### src/rtl/sig_pack.sv
// sig_pack: samples a 1-bit source once per clk, packs 32 consecutive samples
// into dsq (bit 0 oldest) and produces a registered clk/32 word clock pclk.
// A built-in PWM generator can replace the external input as the source.
module sig_pack #(
    parameter int unsigned SYNC_STAGES = 2,
    parameter int unsigned W           = 28
) (
    input  logic         clk,
    input  logic         rst,
    input  logic         sig_in,
    input  logic         sel_test,
    input  logic [W-1:0] tp_period,
    input  logic [W-1:0] tp_high,
    output logic [31:0]  dsq,
    output logic         pclk,
    output logic         word_stb
);

    localparam logic [W-1:0] ONE = W'(1);

    logic [SYNC_STAGES-1:0] sync;
    logic                   sync_o;
    logic [W-1:0]           pcnt;
    logic [W-1:0]           per_s;
    logic [W-1:0]           hi_s;
    logic                   pwm_o;
    logic                   src;
    logic [31:0]            sh;
    logic [4:0]             bcnt;
    logic [4:0]             bcnt_next;
    logic [31:0]            sh_next;

    // Metastability synchroniser for the external input.
    always_ff @(posedge clk or posedge rst) begin
        if (rst) begin
            sync <= '0;
        end else begin
            sync <= {sync[SYNC_STAGES-2:0], sig_in};
        end
    end

    assign sync_o = sync[SYNC_STAGES-1];

    // PWM counter; period/high-time shadows reload only at a period boundary
    // (or every cycle while the shadow period is zero).
    always_ff @(posedge clk or posedge rst) begin
        if (rst) begin
            pcnt  <= '0;
            per_s <= '0;
            hi_s  <= '0;
        end else if (per_s == '0) begin
            pcnt  <= '0;
            per_s <= tp_period;
            hi_s  <= tp_high;
        end else if (pcnt == per_s - ONE) begin
            pcnt  <= '0;
            per_s <= tp_period;
            hi_s  <= tp_high;
        end else begin
            pcnt  <= pcnt + ONE;
        end
    end

    // Source selection and next-state values for the packer.
    always_comb begin
        pwm_o     = (pcnt < hi_s);
        src       = sel_test ? pwm_o : sync_o;
        bcnt_next = bcnt + 5'd1;
        sh_next   = {src, sh[31:1]};
    end

    // Shift register, bit counter, word output and word clock.
    always_ff @(posedge clk or posedge rst) begin
        if (rst) begin
            sh       <= '0;
            bcnt     <= '0;
            dsq      <= '0;
            pclk     <= 1'b0;
            word_stb <= 1'b0;
        end else begin
            sh   <= sh_next;
            bcnt <= bcnt_next;
            pclk <= (bcnt_next < 5'd16);
            if (bcnt == 5'd31) begin
                dsq      <= sh_next;
                word_stb <= 1'b1;
            end else begin
                word_stb <= 1'b0;
            end
        end
    end

endmodule

### config.mk
export PLATFORM = sky130hd
export DESIGN_NAME = sig_pack
export DESIGN_NICKNAME = d
export VERILOG_FILES = /design/src/rtl/sig_pack.sv
export SDC_FILE = /design/constraint.sdc
export NUM_CORES = 1
export LEC_CHECK = 0
export ABC_AREA = 0
export BUFFER_PORTS_ARGS = -buffer_cell sky130_fd_sc_hd__buf_2
export CAP_MARGIN = 10
export CORE_ASPECT_RATIO = 0.8
export CORE_MARGIN = 2
export CORE_UTILIZATION = 55
export DETAILED_ROUTE_END_ITERATION = 12
export PLACE_DENSITY = 0.83
export SKIP_CTS_REPAIR_TIMING = 1
export SYNTH_ARGS = -nofsm -noshare
export SYNTH_HDL_FRONTEND = slang
export SYNTH_SLANG_ARGS = --single-unit
### constraint.sdc
create_clock -name clk -period 11.1 [get_ports clk]
set_input_delay 0 -clock clk [delete_from_list [all_inputs] [get_ports clk]]
set_output_delay 0 -clock clk [all_outputs]
set_load 0.01 [all_outputs]
==> results.sh <==
export IMPL_synth_top_family_by_area="simple AND/OR/NAND/NOR gates"
export IMPL_cp_cell_sequence="inv_1 > ha_1 > or4b_1 > or4_1 > or3_1 > or2_1 > o21ai_1 > nor4_1 > a41oi_4 > buf_4 > mux2_2"
export IMPL_total_power_mw=1.30
export IMPL_die_y_um=109
export IMPL_drive_above_1_share_pct=26.8
export IMPL_critPathMaxStageDelay_ns=0.76
export IMPL_critPathMaxFanout=35
export IMPL_r2r_start="per_s[0]"
export IMPL_synth_cell_types=60
export IMPL_vias=5345
export IMPL_fin_hold_ws_ns=0.195
export IMPL_grt_pass1_wl_um=26100
export IMPL_synthSimpleGateAreaFrac_pct=12.9
export IMPL_hpwl_um=11500
export IMPL_synth_adder_area_share_pct=5.14
export IMPL_antenna_found_initial=0
export IMPL_instances_no_fill=985
export IMPL_syn_to_final_growth_pct=23.5
export IMPL_die_area_um2=14700
export IMPL_drtAntennaViolNets=0
export IMPL_insertedDiodeCount=0
export IMPL_drt_first_pass_iters=6
export IMPL_synth_area_um2=7550
export IMPL_synth_async_reset_ratio_pct=100
export IMPL_worstHoldPathType="in2async"
export IMPL_synth_compound_area_share_pct=6.08
export IMPL_ir_worst_vdd_uv=129
export IMPL_crit_arrival_ns=4.91
export IMPL_dpl_instance_area_um2=8130
export IMPL_worst_pin_slew_ns=1.04
export IMPL_fin_crit_ns=4.60
export IMPL_detail_route_wirelength_um=16300
export IMPL_root_buffer="clkbuf_16"
export IMPL_cts_tree="yes"
export IMPL_cp_required_ns=11.41
export IMPL_syn_inst=642
export IMPL_cts_sinks=156
export IMPL_multi_input_area_um2=3350
export IMPL_slew_violations=0
export IMPL_overflow=0
export IMPL_cp_startpoint="per_s[0]"
export IMPL_leakage_nw=4.30
export IMPL_status="finished clean"
export IMPL_hold_violations=0
export IMPL_synth_net_count=733
export IMPL_wl_per_cell_um=16.5
export IMPL_synth_top_area_share_pct=51.7
export IMPL_clkLatencyLatePin_ns=0.44
export IMPL_clockBufferDepth=2
export IMPL_yosys_area_top_type="dfrtp_1"
export IMPL_grt_max_degree=87
export IMPL_cts_htree_levels=4
export IMPL_syn_area_per_cell_um2=11.8
export IMPL_critPathKind="reg2reg"
export IMPL_end_kind="flop"
export IMPL_synth_mux_area_share_pct=12.8
export IMPL_synth_warnings=0
export IMPL_coreArea_um2=13500
export IMPL_timing_clock_skew_ns=0.0111
export IMPL_port_buffers=93
export IMPL_cts_buffers=17
export IMPL_nFillCells=984
export IMPL_start_util_pct=55.9
export IMPL_ios=94
export IMPL_rows=38
export IMPL_drc_errors=0
export IMPL_drv_cap=0
export IMPL_cp_slowest_cell="a41oi_4"
export IMPL_dpl_cell_count=894
export IMPL_grt_util_all_layers_pct=23.1
export IMPL_place_congestion=0.851
export IMPL_synthTopCellsByArea="dfrtp_1 (52%), mux2_2 (10%), ha_1 (5.1%)"
export IMPL_setup_viol_count_final=0
export IMPL_crit_path_start_kind="flop"
export IMPL_final_area_um2=9330
export IMPL_seqCellArea_um2=3900
export IMPL_slew_headroom_pct=30.9
export IMPL_final_net_count=883
export IMPL_p_per_area_nw_per_um2=139
export IMPL_via_per_inst=5.43
export IMPL_die_width_um=135
export IMPL_synth_xor_area_share_pct=7.26
export IMPL_fin_crit_sh_pct=41.4
export IMPL_dr_first_iter_drc_count=367
export IMPL_grt_setup_unrepaired="false"
export IMPL_synth_enable_flop_cells=0
export IMPL_synth_flop_cell="dfrtp_1"
export IMPL_ys_seq_area_share_pct=51.7
export IMPL_tns_ns=0
export IMPL_clkTransAtPathRegs_ns=0.07
export IMPL_ys_ff_latch=156
export IMPL_max_clock_freq_mhz=218
export IMPL_first_global_vias=5263
critical path, delay by kind of cell (launching register included):
family	cells	cell delay, ns
buf+inv	2	0.64
simple gates	5	1.87
fa+ha+maj	1	0.21
flops	1	0.43
mux	1	0.41
compound gates	2	0.89
cells in the final DEF (no fill, tap or decap), types with 16 or more instances in the layout:
master and instances:
ha_1 31, dfrtp_1 156, nor3_1 16, mux2_2 70
xnor2_1 28, inv_1 43, xor2_1 32, dlygate4sd3_1 59
buf_2 93, clkbuf_16 17, nor2_1 56, nand2_1 22
sequential cells by signal, summed over array words and instances (netlist names):
register and count:
dsq 32, per_s 28, bcnt 5, sh 31, sync 2, pcnt 28, hi_s 28, pclk 1
word_stb 1
final timing paths:
check | endpoint | slack [ns] | cells after the start
min in group clk | sync[0] | 0.21 | 2
worst min register to register | sync[1] | 0.36 | 0
worst max-delay path | hi_s[12] | 6.50 | 11
worst min-delay path | hi_s[16] | 0.19 | 3
worst max register to register | hi_s[12] | 6.50 | 11
max in group asynchronous | dsq[6] | 9.43 | 4
through the flow:
stage / setup slack (ns) / util, %
final: 6.50 / 69.1
after floorplan: 6.89 / -
after detailed placement: 6.53 / 60.2
after global placement: 6.66 / 60.2
after CTS: 6.50 / 64.7
after global routing: 6.25 / 69.1
layout make-up:
type                            instances  share of cell area, %
Sequential cell                       156                   41.9
Multi-Input combinational cell        418                   35.9
Timing Repair Buffer                  155                   11.6
Clock buffer                           18                   4.71
Tap cell                              180                   2.42
Inverter                               44                   1.82
Clock inverter                         14                   1.74
where the power goes:
group	internal (mW)	switching [mW]	total (mW)	leakage, nW
Sequential	0.594	0.0213	0.615	1.83
Clock	0.328	0.262	0.590	0.295
Combinational	0.0523	0.0426	0.0949	2.17
cell usage after synthesis (all sizes together), types with 6 or more instances:
master   number
xnor2        28
nor3         17
mux2         81
ha           31
o2bb2ai       7
nand4        14
dfrtp       156
a21oi         9
a21o         14
nand2        22
o21ai         7
buf          14
xor2         32
nand3        15
inv          44
nor2         56
clkbuf       10
or4           6
nor4          8
nand2b        7
cells by family (layout without fill, tap and decap cells):
kind of cell               Yosys count  after routing
buffers and inverters               68            231
AOI/OAI and AO/OA                   62             62
adders and majority gates           31             31
DFF                                156            156
muxes                               82             82
xor gates and xnor gates            61             61
and+or+nand+nor                    182            182
routing by layer:
metal | share of wire (%) | GRT usage (%) | vias up
met5 | 0 | 0 | -
met4 | 1.3 | 7.74 | 0
met3 | 5.0 | 5.30 | 16
met2 | 46 | 35.2 | 148
met1 | 48 | 33.1 | 2611
li1 | - | - | 2570
(Power assumes the default switching activity.)
